### src/rtl/simple_bus_pkg.sv
// Shared types and defaults for the simple_bus initiator.
// Holds the transaction FSM state encoding and the default command width and timeout.
package simple_bus_pkg;

  localparam int CMD_W_DEF   = 4;
  localparam int TIMEOUT_DEF = 64;

  typedef enum logic [2:0] {
    IDLE  = 3'd0,
    ISSUE = 3'd1,
    WAIT  = 3'd2,
    RESP  = 3'd3,
    REARM = 3'd4
  } state_t;

endpackage

### src/rtl/simple_bus_req_fifo.sv
// Request queue for the simple_bus initiator.
// The head entry is visible on dout while the queue is non-empty.
module simple_bus_req_fifo #(
  parameter int WIDTH = 4,
  parameter int DEPTH = 4
) (
  input  logic             clk,
  input  logic             rst,
  input  logic             push,
  input  logic             pop,
  input  logic [WIDTH-1:0] din,
  output logic [WIDTH-1:0] dout,
  output logic             full,
  output logic             empty
);

  localparam int AW = $clog2(DEPTH);

  logic [WIDTH-1:0] mem [DEPTH];
  logic [AW:0]      wr_ptr_reg;
  logic [AW:0]      rd_ptr_reg;
  logic             push_ok;
  logic             pop_ok;

  assign push_ok = push && !full;
  assign pop_ok  = pop && !empty;

  // The extra pointer bit tells a full queue apart from an empty one.
  assign empty = (wr_ptr_reg == rd_ptr_reg);
  assign full  = (wr_ptr_reg[AW] != rd_ptr_reg[AW]) &&
                 (wr_ptr_reg[AW-1:0] == rd_ptr_reg[AW-1:0]);

  assign dout = mem[rd_ptr_reg[AW-1:0]];

  always_ff @(posedge clk) begin
    if (rst) begin
      wr_ptr_reg <= '0;
      rd_ptr_reg <= '0;
    end else begin
      if (push_ok) wr_ptr_reg <= wr_ptr_reg + 1'b1;
      if (pop_ok)  rd_ptr_reg <= rd_ptr_reg + 1'b1;
    end
  end

  always_ff @(posedge clk) begin
    if (push_ok) mem[wr_ptr_reg[AW-1:0]] <= din;
  end

endmodule

### src/rtl/simple_bus_master.sv
// simple_bus initiator: queues commands, strobes them to the responder, waits for
// done or timeout, reports upstream, then re-arms the responder with bus_rst.
module simple_bus_master
  import simple_bus_pkg::*;
#(
  parameter int CMD_W      = CMD_W_DEF,
  parameter int FIFO_DEPTH = 4,
  parameter int TIMEOUT    = TIMEOUT_DEF,
  parameter int CNT_W      = 8
) (
  input  logic             clk,
  input  logic             rst,
  input  logic             req_valid,
  output logic             req_ready,
  input  logic [CMD_W-1:0] req_cmd,
  output logic             rsp_valid,
  output logic [CMD_W-1:0] rsp_cmd,
  output logic             rsp_timeout,
  output logic [CNT_W-1:0] rsp_cycles,
  output logic             bus_en,
  output logic [CMD_W-1:0] bus_cmd,
  input  logic             bus_done,
  output logic             bus_rst,
  output logic             busy
);

  localparam logic [CNT_W-1:0] TIMEOUT_C = CNT_W'(TIMEOUT);

  state_t           state_reg, state_next;
  logic [CMD_W-1:0] cur_cmd_reg, cur_cmd_next;
  logic [CNT_W-1:0] counter_reg, counter_next;
  logic [CMD_W-1:0] rsp_cmd_reg, rsp_cmd_next;
  logic             rsp_timeout_reg, rsp_timeout_next;
  logic [CNT_W-1:0] rsp_cycles_reg, rsp_cycles_next;
  logic             done_q_reg;
  logic             done_rise;

  logic             fifo_pop;
  logic             fifo_full;
  logic             fifo_empty;
  logic [CMD_W-1:0] fifo_dout;

  simple_bus_req_fifo #(
    .WIDTH (CMD_W),
    .DEPTH (FIFO_DEPTH)
  ) u_req_fifo (
    .clk   (clk),
    .rst   (rst),
    .push  (req_valid),
    .pop   (fifo_pop),
    .din   (req_cmd),
    .dout  (fifo_dout),
    .full  (fifo_full),
    .empty (fifo_empty)
  );

  // A done level already present at issue never produces an edge, so an
  // un-rearmed responder surfaces as a timeout.
  assign done_rise = bus_done && !done_q_reg;

  always_ff @(posedge clk) begin
    if (rst) begin
      state_reg       <= IDLE;
      cur_cmd_reg     <= '0;
      counter_reg     <= '0;
      rsp_cmd_reg     <= '0;
      rsp_timeout_reg <= 1'b0;
      rsp_cycles_reg  <= '0;
      done_q_reg      <= 1'b0;
    end else begin
      state_reg       <= state_next;
      cur_cmd_reg     <= cur_cmd_next;
      counter_reg     <= counter_next;
      rsp_cmd_reg     <= rsp_cmd_next;
      rsp_timeout_reg <= rsp_timeout_next;
      rsp_cycles_reg  <= rsp_cycles_next;
      done_q_reg      <= bus_done;
    end
  end

  always_comb begin
    state_next       = state_reg;
    cur_cmd_next     = cur_cmd_reg;
    counter_next     = counter_reg;
    rsp_cmd_next     = rsp_cmd_reg;
    rsp_timeout_next = rsp_timeout_reg;
    rsp_cycles_next  = rsp_cycles_reg;
    fifo_pop         = 1'b0;

    case (state_reg)
      IDLE: begin
        if (!fifo_empty) begin
          fifo_pop     = 1'b1;
          cur_cmd_next = fifo_dout;
          state_next   = ISSUE;
        end
      end
      ISSUE: begin
        counter_next = CNT_W'(1);
        state_next   = WAIT;
      end
      WAIT: begin
        // done is checked first so a rise on the last allowed cycle still counts.
        if (done_rise) begin
          rsp_cmd_next     = cur_cmd_reg;
          rsp_cycles_next  = counter_reg;
          rsp_timeout_next = 1'b0;
          state_next       = RESP;
        end else if (counter_reg == TIMEOUT_C) begin
          rsp_cmd_next     = cur_cmd_reg;
          rsp_cycles_next  = TIMEOUT_C;
          rsp_timeout_next = 1'b1;
          state_next       = RESP;
        end else begin
          counter_next = counter_reg + CNT_W'(1);
        end
      end
      RESP:    state_next = REARM;
      REARM:   state_next = IDLE;
      default: state_next = IDLE;
    endcase
  end

  assign req_ready   = !fifo_full;
  assign bus_en      = (state_reg == ISSUE);
  assign bus_cmd     = cur_cmd_reg;
  assign bus_rst     = rst || (state_reg == REARM);
  assign rsp_valid   = (state_reg == RESP);
  assign rsp_cmd     = rsp_cmd_reg;
  assign rsp_timeout = rsp_timeout_reg;
  assign rsp_cycles  = rsp_cycles_reg;
  assign busy        = (state_reg != IDLE) || !fifo_empty;

endmodule

### config.mk
export PLATFORM = sky130hd
export DESIGN_NAME = simple_bus_master
export DESIGN_NICKNAME = d
export VERILOG_FILES = /design/src/rtl/simple_bus_pkg.sv /design/src/rtl/simple_bus_req_fifo.sv /design/src/rtl/simple_bus_master.sv
export SDC_FILE = /design/constraint.sdc
export NUM_CORES = 1
export LEC_CHECK = 0
export CAP_MARGIN = 20
export CORE_UTILIZATION = 40
export DETAILED_ROUTE_END_ITERATION = 10
export GPL_ROUTABILITY_DRIVEN = 0
export HOLD_SLACK_MARGIN = 0.08
export REMOVE_ABC_BUFFERS = 1
export SYNTH_ARGS = -nofsm -noshare
export SYNTH_HDL_FRONTEND = slang
export SYNTH_SLANG_ARGS = --single-unit
### constraint.sdc
create_clock -name clk -period 4.3 [get_ports clk]
set_input_delay 0.86 -clock clk [delete_from_list [all_inputs] [get_ports clk]]
set_output_delay 0.86 -clock clk [all_outputs]
set_load 0.02 [all_outputs]
==> reports/results.env, run 1 <==
OUTCOME='finished clean'
POWER.STATIC_LEAKAGE_nW=0.910
CRIT_PATH_MAX_INCR_DELAY_NS=0.59
ROW_COUNT=26
DETAILROUTE.VIA_COUNT=1583
DRC_ERRORS=0
ROUTED_VIA_DENSITY=5.16
CTS-RESIZED-GATES=0
MAPPED_AREA_UM2=2220
PIN_COUNT=30
POWER_DENSITY_nW_PER_UM2=495
GRT_SETUP_UNREPAIRED='no'
SYNTH_SEQ_CELLS=51
CRITPATHBUFINV=1
DESIGN_POWER_TOTAL_mW=1.32
DIE_HEIGHT_UM=76.6
GRT_ANTENNA_BEFORE_REPAIR=0
SYNTH-ADDER-AREA-SHARE=0.0394
SYNTH_TOP_FAMILY_BY_AREA='simple AND/OR/NAND/NOR gates'
LARGEST_FANOUT_ON_THE_CRITICAL_PATH=7
YOSYSWARNINGCOUNT=0
SLEW_HEADROOM=0.281
SYNTH_SEQUENTIAL_AREA_RATIO=0.531
POST_CTS_BUFFERS=0
MIN_PERIOD_NS=2.97
DP_HPWL_MM=2.96
WL_MM=4.34
CP_TOP_DELAY_FAMILY='flip-flops'
SYN_AREA_PER_CELL_UM2=10.7
ACHIEVABLE-FREQUENCY_MHz=336
DOMINANTREGCELLSYNTH='sky130_fd_sc_hd__dfxtp_1'
GLOBAL_ROUTE.USAGE.TOTAL=0.161
SYNTH-XOR-AREA-SHARE=0.0236
DRT-INITIAL-DRC-COUNT=85
TRITONCTS.NUM_BUFFERS=5
CLOCK_TRANSITION_AT_THE_REGISTERS_OF_THE_REPORTED_PATHS_NS=0.09
MUXSHAREOFSYNTHAREA=0.0675
FINAL.PERIOD_UTILIZATION=0.692
GLOBALROUTE.TOTALOVERFLOW=0
WORST_EP_ARRIVAL_TIME_NS=2.11
CLK_SKEW_NS=0.00673
FP.DIEAREA_UM2=5860
PORT-BUFFER-COUNT=29
CLOCK_TREE.ROOT_CELL='sky130_fd_sc_hd__clkbuf_8'
FINAL_SLEW_VIOLATIONS=0
WORST_SLEW_PIN_SLEW_NS=1.08
FIN_CELLS=307
CTS_MAX_LEVEL=2
WORSTSETUPSTARTPOINTTYPE='register'
SYNTH_ENABLE_FLOP_CELLS=16
SYNTH_COMPOUND_AREA_FRAC=0.131
ANTENNA-DIODE-COUNT=0
FINALHOLDWORSTSLACK_NS=0.476
WL_PER_CELL_UM=14.1
POSTSYNTHCELLCOUNT=208
FINALSETUPVIOLCOUNT=0
SETUP_TOTAL_NEGATIVE_SLACK_NS=0
CTS_NUM_SINKS=51
FLOORPLAN.INITIALDENSITY=0.425
REPORT.FINAL.HOLD_VIOL_COUNT=0
FINALNETCOUNT=251
ANTENNA_VIOLATING_NETS_POST_ROUTE=0
TIMING.HOLD.WORST.CLASS='register to register'
FLOORPLAN.CORE_AREA_UM2=5240
GLOBAL_ROUTE_WIRE_LENGTH_BEFORE_REPAIR_MM=7.47
FLOW.AREA_GROWTH_FROM_SYNTHESIS_PCT=19.6
POSTSYNTH.ASYNCRESETSHARE=0
CRITICALPATHCATEGORY='register to output pin'
SYNTH_SIMPLE_GATE_AREA_FRAC=0.176
DRIVE_ABOVE_1_SHARE=0.0886
DRTPASS1ITERATIONS=4
DIE_X_UM=76.6
FIRST_GLOBAL_VIAS=1613
CP_CELL_SEQUENCE='xnor2_1 > nand2_1 > or3_1 > clkdlybuf4s50_1'
CTS-HOLD-FIX-BUFFERS=0
CAP_VIOLATIONS=0
GRT_MAX_DEGREE=36
REQUIRED_NS=3.44
CLK_PATH_BUF_DEPTH=2
MAX_REG_FLOPS=16
WORST_SETUP_PATH_END_KIND='output pin'
IR_WORST_VDD_mV=0.277
DP_CELLS=299
TRITONCTS='built'
SLOWEST_STAGE='sky130_fd_sc_hd__dfxtp_1'
NETLIST-CELL-TYPE-COUNT=38
CLOCK_INSERTION_DELAY_WORST_SKEW_NS=0.31
through the flow:
stage	instance area (µm²)	util	setup slack (ns)
global route	2660	0.508	1.17
floorplan	2180	-	2.19
finish	2660	0.508	1.33
detailed placement	2570	0.490	1.32
global placement	2570	0.490	1.33
CTS	2660	0.508	1.29
cells in the final DEF (no fill, tap or decap), drive strengths merged, types with 2 or more instances in the layout:
cell type,instances
a211oi,2
a21bo,2
a21o,2
a21oi,19
a31oi,6
and2,4
and3,3
clkbuf,5
clkdlybuf4s50,29
clkinv,2
dfxtp,35
edfxtp,16
ha,7
inv,7
mux2i,6
mux4,4
nand2,12
nand3,12
nand3b,8
nor2,14
nor2b,3
nor3,4
o21a,2
o21ai,11
or3,5
or3b,2
xnor2,5
final cells by class:
class	count	area, µm²
clock inverter	3	25.0
clock buffer	5	68.8
tap	70	87.6
sequential	51	1180
multi-input combinational	141	973
inverter	7	26.3
timing repair buffer	30	298
fill	492	2580
worst reg2reg max path: cells and delay by family, from the launching register on:
family / cells / cell delay (ns)
buffers and inverters: 1 / 0.07
adder cells (fa/ha/maj): 1 / 0.19
AO/OA/AOI/OAI: 2 / 1.10
AND/OR/NAND/NOR: 2 / 0.35
flip-flops: 1 / 0.45
synth_stat cells, types with 2 or more instances:
master                     count  share of area
sky130_fd_sc_hd__nor2b_1       3         0.0084
sky130_fd_sc_hd__ha_1          7          0.039
sky130_fd_sc_hd__dfxtp_1      35           0.31
sky130_fd_sc_hd__and3_1        3         0.0084
sky130_fd_sc_hd__a31oi_1       5          0.014
sky130_fd_sc_hd__mux4_2        4          0.040
sky130_fd_sc_hd__buf_2         2         0.0045
sky130_fd_sc_hd__o21a_1        2         0.0067
sky130_fd_sc_hd__inv_1         7          0.012
sky130_fd_sc_hd__a21oi_1      19          0.043
sky130_fd_sc_hd__xnor2_1       5          0.020
sky130_fd_sc_hd__a21o_1        2         0.0067
sky130_fd_sc_hd__mux2i_1       6          0.027
sky130_fd_sc_hd__edfxtp_1     16           0.22
sky130_fd_sc_hd__nand2_1      12          0.020
sky130_fd_sc_hd__clkbuf_1      6          0.010
sky130_fd_sc_hd__or3_1         5          0.014
sky130_fd_sc_hd__a21bo_2       2         0.0090
sky130_fd_sc_hd__nor3_1        4         0.0090
sky130_fd_sc_hd__nand3_1      12          0.027
sky130_fd_sc_hd__nand3b_1      8          0.027
sky130_fd_sc_hd__o21ai_0      11          0.025
sky130_fd_sc_hd__nor2_1       14          0.024
sky130_fd_sc_hd__and2_1        4          0.011
kinds of logic after synthesis:
family / after synthesis
AO/OA/AOI/OAI: 46
adder cells (fa/ha/maj): 7
flip-flops: 51
XOR/XNOR: 6
buffers and inverters: 16
multiplexers: 10
AND/OR/NAND/NOR: 72
report_power, final:
part           internal [mW]  switching [mW]
combinational          0.196           0.222
clock                  0.117           0.168
sequential             0.551          0.0623
layer usage:
layer,part of all wire,up-vias,GRT usage
met1,0.45,742,0.189
met2,0.50,33,0.286
met3,0.036,9,0.0359
li1,-,799,-
met4,0.016,0,0.0596
met5,0,-,0
final timing paths:
check                                              start             to  slack, ns  cells after the start
worst min-delay path                       rsp_cycles[3]  rsp_cycles[3]       0.48                      2
worst min register to register             rsp_cycles[3]  rsp_cycles[3]       0.48                      2
worst max-delay path            u_req_fifo.rd_ptr_reg[0]           busy       1.33                      4
worst max register to register            counter_reg[0]   state_reg[0]       2.03                      6
No activity file was read; power rests on OpenSTA's default activity.
==> inputs of run 2 (changes only) <==
- clock period: 4.3 -> 2.6 ns (I/O delays scaled with it)
==> reports/results.env, run 2 (synthesis results as in run 1) <==
OUTCOME='finished clean'
CRITICALPATHCATEGORY='register to output pin'
DRIVE_ABOVE_1_SHARE=0.116  # +0.0271
PLACEDINSTANCEAREA_UM2=2600  # +1.5%
P_INT_mW=1.47  # +71%
REGAREA_UM2=1180  # unchanged
WORST_SLEW_PIN_SLEW_NS=0.986  # -0.0914 ns
FLOORPLAN.INITIALDENSITY=0.425  # unchanged
REPORT.FINAL.HOLD_VIOL_COUNT=0  # unchanged
DRT-INITIAL-DRC-COUNT=96  # +13%
POWER_DENSITY_nW_PER_UM2=822  # +66%
FIN_CELLS=312  # +1.6%
DP_HPWL_MM=2.92  # -1.5%
GRT_SETUP_UNREPAIRED='no'
ANTENNA_VIOLATING_NETS_POST_ROUTE=0  # unchanged
REG2REGPATHDEPTH=6  # unchanged
TRITONCTS.NUM_BUFFERS=5  # unchanged
POWER.SHARE.SWITCHING=0.340  # -0.00313
POST-PLACE-WS_NS=0.146  # -1.18 ns
CLOCK_INSERTION_DELAY_WORST_SKEW_NS=0.31  # about the same
WORST_SETUP_PATH_END_KIND='output pin'
WORSTHOLDPATHCELLS=2  # unchanged
DIE_HEIGHT_UM=76.6  # unchanged
DP_CELLS=304  # +1.7%
DRTPASS1ITERATIONS=4  # unchanged
POWER.STATIC_LEAKAGE_nW=0.948  # +4.1%
MOST-COMMON-LAYOUT-CELLS='sky130_fd_sc_hd__dfxtp_1 (35), sky130_fd_sc_hd__clkdlybuf4s50_1 (29), sky130_fd_sc_hd__a21oi_1 (19)'
CAP_VIOLATIONS=0  # unchanged
DETAILROUTE.VIA_COUNT=1620  # +2.3%
MOSTFREQUENTLAYOUTCELL='sky130_fd_sc_hd__dfxtp_1'
GRT_ANTENNA_BEFORE_REPAIR=0  # unchanged
GLOBAL_ROUTE_WIRE_LENGTH_BEFORE_REPAIR_MM=7.13  # -4.4%
TRITONCTS='built'
FP.DIEAREA_UM2=5860  # unchanged
WL_PER_CELL_UM=13.4  # -5.3%
POWER.COMBINATIONAL.FRACTION=0.338  # +0.021
SEQPWRFRAC=0.446  # -0.020
FINAL_CELL_AREA_UM2=2720  # +2.1%
FF2FF_SETUP_SLACK_NS=0.43  # -1.60 ns
CLOCK_TREE.ROOT_CELL='sky130_fd_sc_hd__clkbuf_8'
CTS_MAX_LEVEL=2  # unchanged
FINAL_SLEW_VIOLATIONS=0  # unchanged
FIRST_GLOBAL_VIAS=1531  # -5.1%
WORSTSETUPSTARTPOINTTYPE='register'
TIMING.HOLD.WORST.CLASS='register to register'
PORT-BUFFER-COUNT=29  # unchanged
P_SW_uW=760  # +68%
GLOBAL_ROUTE.USAGE.TOTAL=0.155  # -0.00642
FLOW.AREA_GROWTH_FROM_SYNTHESIS_PCT=22.1
CLOCK_TRANSITION_AT_THE_REGISTERS_OF_THE_REPORTED_PATHS_NS=0.10  # about the same
FINALNETCOUNT=256  # +2.0%
SLEW_HEADROOM=0.342  # +0.0610
LAYOUT_SETUP_WS_NS=0.147  # -1.18 ns
CLK_PATH_BUF_DEPTH=2  # unchanged
MAX_REG_FLOPS=16  # unchanged
IR_WORST_VDD_mV=0.444  # +60%
LARGEST_FANOUT_ON_THE_CRITICAL_PATH=6  # -1
FINAL.FILL_COUNT=493  # +0.20%
MULTIINPUTGATEAREA_UM2=991  # +1.8%
FINALSETUPVIOLCOUNT=0  # unchanged
FIN_UTIL=0.519  # +0.0108
POWER.CLOCK.FRACTION=0.217  # about the same
FLOORPLAN.CORE_AREA_UM2=5240  # unchanged
CTS-HOLD-FIX-BUFFERS=0  # unchanged
DRC_ERRORS=0  # unchanged
ACHIEVABLE-FREQUENCY_MHz=408
DIE_X_UM=76.6  # unchanged
ROUTED_VIA_DENSITY=5.19  # +0.70%
WORST_EP_ARRIVAL_TIME_NS=1.93  # -0.18 ns
GLOBALROUTE.TOTALOVERFLOW=0  # unchanged
FINAL.PERIOD_UTILIZATION=0.944
SETUP_TOTAL_NEGATIVE_SLACK_NS=0  # unchanged
REQUIRED_NS=2.08  # -1.36 ns
GRT_MAX_DEGREE=36  # unchanged
MIN_PERIOD_NS=2.45
WL_MM=4.17  # -3.8%
CLK_SKEW_NS=0.0110  # +0.00424 ns
ROW_COUNT=26  # unchanged
ANTENNA-DIODE-COUNT=0  # unchanged
CTS_NUM_SINKS=51  # unchanged
PIN_COUNT=30  # unchanged
run 2: cell types whose count changed in the layout (fill, tap and decap cells not counted), moves of 2 or more:
cell and delta:
sky130_fd_sc_hd__xnor2_1 -2, sky130_fd_sc_hd__inv_6 +2, sky130_fd_sc_hd__xnor2_2 +2, sky130_fd_sc_hd__buf_4 +5
run 2: worst max-delay path, stage by stage (launching register included):
cell	delay [ns]
sky130_fd_sc_hd__dfxtp_1	0.36
sky130_fd_sc_hd__or3_1	0.41
sky130_fd_sc_hd__or3_1	0.31
sky130_fd_sc_hd__clkdlybuf4s50_1	0.54
run 2: layout make-up:
type,count,share of cell area
well taps,70,0.0322
flip-flops and latches,51,0.435
multi-input cells,141,0.365
inverters,7,0.00967
clock buffers,5,0.0253
clock inverters,3,0.00967
repair buffers,35,0.123
run 2: worst paths after layout:
check / startpoint / end
max: state_reg[2] / busy
min: rsp_cycles[1] / rsp_cycles[1]
max reg2reg: counter_reg[0] / state_reg[0]
min reg2reg: rsp_cycles[1] / rsp_cycles[1]
run 2: power groups by stage:
| stage | clock [mW] | sequential (mW) | combinational, mW |
|---|---|---|---|
| after global placement | 0 | 1.01 | 0.748 |
| final | 0.484 | 0.995 | 0.754 |
| after global routing | 0.521 | 1.01 | 0.824 |
| after detailed placement | 0 | 1.01 | 0.749 |
| after CTS | 0.499 | 0.991 | 0.752 |
| after floorplan | 0 | 1.05 | 0.432 |
run 2: metrics by stage:
stage / power (mW) / hold WS [ns]
after floorplan: 1.48 / 0.465
after global placement: 1.76 / 0.459
after detailed placement: 1.76 / 0.470
after CTS: 2.24 / 0.483
after global routing: 2.36 / 0.504
final: 2.23 / 0.483
run 2: metal layers:
layer | vias to the layer above | wire length, µm | track usage
li1 | 817 | - | -
met1 | 764 | 1930 | 0.185
met2 | 32 | 2070 | 0.271
met3 | 7 | 122 | 0.0359
met4 | 0 | 44 | 0.0519
met5 | - | 0 | 0
run 2: timing repair:
item,4_1_cts,5_1_grt
setup buffers,0,0
endpoints found under the setup margin,0,2
resized for setup,0,3
==> inputs of run 3 (changes only) <==
- REMOVE_ABC_BUFFERS: 1 -> default
==> reports/results.env, run 3 (synthesis results as in run 1) <==
OUTCOME='finished clean'
FIRST_GLOBAL_VIAS=1536  # +0.33%
TIMING.HOLD.WORST.CLASS='register to register'
REPORT.FINAL.HOLD_VIOL_COUNT=0  # unchanged
CLOCK_TRANSITION_AT_THE_REGISTERS_OF_THE_REPORTED_PATHS_NS=0.09  # about the same
WORSTSETUPSTARTPOINTTYPE='register'
WORST_SETUP_PATH_END_KIND='output pin'
FINALHOLDWORSTSLACK_NS=0.478  # -0.00495 ns
FINALNETCOUNT=256  # unchanged
FINAL.PERIOD_UTILIZATION=0.961  # +0.0177
SLEW_HEADROOM=0.320  # -0.0221
SLOWEST_STAGE='sky130_fd_sc_hd__clkdlybuf4s50_1'
GRT.MET2_USAGE=0.258  # -0.0135
LARGEST_FANOUT_ON_THE_CRITICAL_PATH=5  # -1
CAP_VIOLATIONS=0  # unchanged
FIN_CELLS=312  # unchanged
P_INT_mW=1.56  # +5.8%
POWER.COMBINATIONAL.FRACTION=0.329  # -0.009
GRT_ANTENNA_BEFORE_REPAIR=0  # unchanged
IR_WORST_VDD_mV=0.333  # -25%
POST_CTS_BUFFERS=0  # unchanged
TRITONCTS.NUM_BUFFERS=5  # unchanged
FINAL.FILL_COUNT=481  # -2.4%
REGAREA_UM2=1180  # unchanged
CTS_MAX_LEVEL=2  # unchanged
DETAILROUTE.VIA_COUNT=1608  # -0.74%
CP_CELL_SEQUENCE='xnor2_1 > nand2_1 > or3_1 > clkdlybuf4s50_1'
POWER.CLOCK.FRACTION=0.240  # +0.023
DRT-INITIAL-DRC-COUNT=127  # +32%
MOST-COMMON-LAYOUT-CELLS='sky130_fd_sc_hd__dfxtp_1 (35), sky130_fd_sc_hd__clkdlybuf4s50_1 (29), sky130_fd_sc_hd__a21oi_1 (19)'
POWER.STATIC_LEAKAGE_nW=0.953  # +0.54%
FP.DIEAREA_UM2=5860  # unchanged
WORSTHOLDPATHCELLS=2  # unchanged
ANTENNA-DIODE-COUNT=0  # unchanged
DRTPASS1ITERATIONS=4  # unchanged
SETUP_TOTAL_NEGATIVE_SLACK_NS=0  # unchanged
FINAL_SLEW_VIOLATIONS=0  # unchanged
REG2REGPATHDEPTH=6  # unchanged
FINALSETUPVIOLCOUNT=0  # unchanged
FLOW.AREA_GROWTH_FROM_SYNTHESIS_PCT=22.5
DRIVE_ABOVE_1_SHARE=0.107  # -0.00826
MOSTFREQUENTLAYOUTCELL='sky130_fd_sc_hd__dfxtp_1'
CLOCK_TREE.ROOT_CELL='sky130_fd_sc_hd__clkbuf_8'
DIE_X_UM=76.6  # unchanged
CRIT_PATH_MAX_INCR_DELAY_NS=0.54  # about the same
GRT_SETUP_UNREPAIRED='no'
POWER_DENSITY_nW_PER_UM2=846  # +2.9%
CLK_SKEW_NS=0.00706  # -0.00392 ns
SYN-NUM-NETS=223
PIN_COUNT=30  # unchanged
MAX_REG_FLOPS=16  # unchanged
MULTIINPUTGATEAREA_UM2=983  # -0.76%
ANTENNA_VIOLATING_NETS_POST_ROUTE=0  # unchanged
WL_PER_CELL_UM=13.3  # -0.62%
GLOBAL_ROUTE.USAGE.MET3=0.0443  # +0.00838
P_SW_uW=747  # -1.7%
PEAK_USAGE_LAYER_IN_THE_GLOBAL_ROUTING_REPORT='met2'
REQUIRED_NS=2.08  # about the same
CLOCK_INSERTION_DELAY_WORST_SKEW_NS=0.30  # about the same
ROW_COUNT=26  # unchanged
DIE_HEIGHT_UM=76.6  # unchanged
ROUTED_VIA_DENSITY=5.15  # -0.74%
GLOBAL_ROUTE.USAGE.TOTAL=0.155  # +0.000753
DP_CELLS=304  # unchanged
FLOORPLAN.CORE_AREA_UM2=5240  # unchanged
FLOORPLAN.INITIALDENSITY=0.425  # unchanged
GLOBALROUTE.TOTALOVERFLOW=0  # unchanged
CRITICALPATHCATEGORY='register to output pin'
CTS_NUM_SINKS=51  # unchanged
DRC_ERRORS=0  # unchanged
GRT.MET1_USAGE=0.198  # +0.0130
CLK_PATH_BUF_DEPTH=2  # unchanged
GLOBAL_ROUTE_WIRE_LENGTH_BEFORE_REPAIR_MM=7.23  # +1.4%
SEQPWRFRAC=0.431  # -0.015
MIN_PERIOD_NS=2.50  # +0.0461 ns
WORST_SLEW_PIN_SLEW_NS=1.02  # +0.0331 ns
ACHIEVABLE-FREQUENCY_MHz=400  # -1.8%
WL_MM=4.15  # -0.62%
TRITONCTS='built'
PORT-BUFFER-COUNT=29  # unchanged
DP_HPWL_MM=2.92  # +0.28%
GRT_MAX_DEGREE=36  # unchanged
WORST_EP_ARRIVAL_TIME_NS=1.98  # +0.05 ns
POWER.SHARE.SWITCHING=0.324  # -0.0164
## run 3: cell count changes in the layout (fill, tap and decap cells not counted)
cell                        delta
sky130_fd_sc_hd__clkinv_1      +1
sky130_fd_sc_hd__clkinv_4      -1
sky130_fd_sc_hd__inv_6         -1
sky130_fd_sc_hd__bufinv_16     +1
sky130_fd_sc_hd__xnor2_1       +1
sky130_fd_sc_hd__xnor2_2       -1
## run 3: cell type report
type,count,area share
flip-flops and latches,51,0.433
multi-input cells,141,0.361
repair buffers,35,0.123
well taps,70,0.0321
clock buffers,5,0.0253
clock inverters,3,0.0156
inverters,7,0.00964
## run 3: through the flow
step | setup WS (ns) | cell area [µm²] | util | total power, mW
detailed placement | 0.163 | 2600 | 0.497 | 1.77
global placement | 0.193 | 2600 | 0.497 | 1.76
CTS | 0.0210 | 2720 | 0.518 | 2.31
floorplan | 0.823 | 2220 | - | 1.51
global route | 0.00584 | 2730 | 0.520 | 2.44
finish | 0.100 | 2730 | 0.520 | 2.31
## run 3: timing repair
action | in CTS | in global routing
setup endpoints to repair | 0 | 2
resized for setup | 0 | 2
hold buffers | 0 | 0
## run 3: critical path: cells and delay by family, from the launching register on
family                    cells  cell delay, ns
xor gates and xnor gates      1            0.35
DFF                           1            0.37
buffers and inverters         1            0.54
and+or+nand+nor               2            0.42
## run 3: power groups by stage
stage	clock [mW]	sequential, mW	combinational [mW]
after floorplan	0	1.03	0.478
after global placement	0	1.01	0.753
after detailed placement	0	1.01	0.758
after CTS	0.562	0.992	0.760
after global routing	0.595	1.01	0.831
final	0.553	0.995	0.757
## run 3: path summary, 6_finish.rpt
check | from | endpoint | slack, ns
min | rsp_cycles[0] | rsp_cycles[0] | 0.48
min reg2reg | rsp_cycles[0] | rsp_cycles[0] | 0.48
max reg2reg | counter_reg[0] | state_reg[0] | 0.42
max | u_req_fifo.wr_ptr_reg[1] | busy | 0.10
## run 3: metal layers
layer,vias up,share of wire,wire length (µm)
met2,29,0.46,1920
met3,5,0.035,146
met5,-,0,0
met1,763,0.49,2030
li1,811,-,-
met4,0,0.013,52
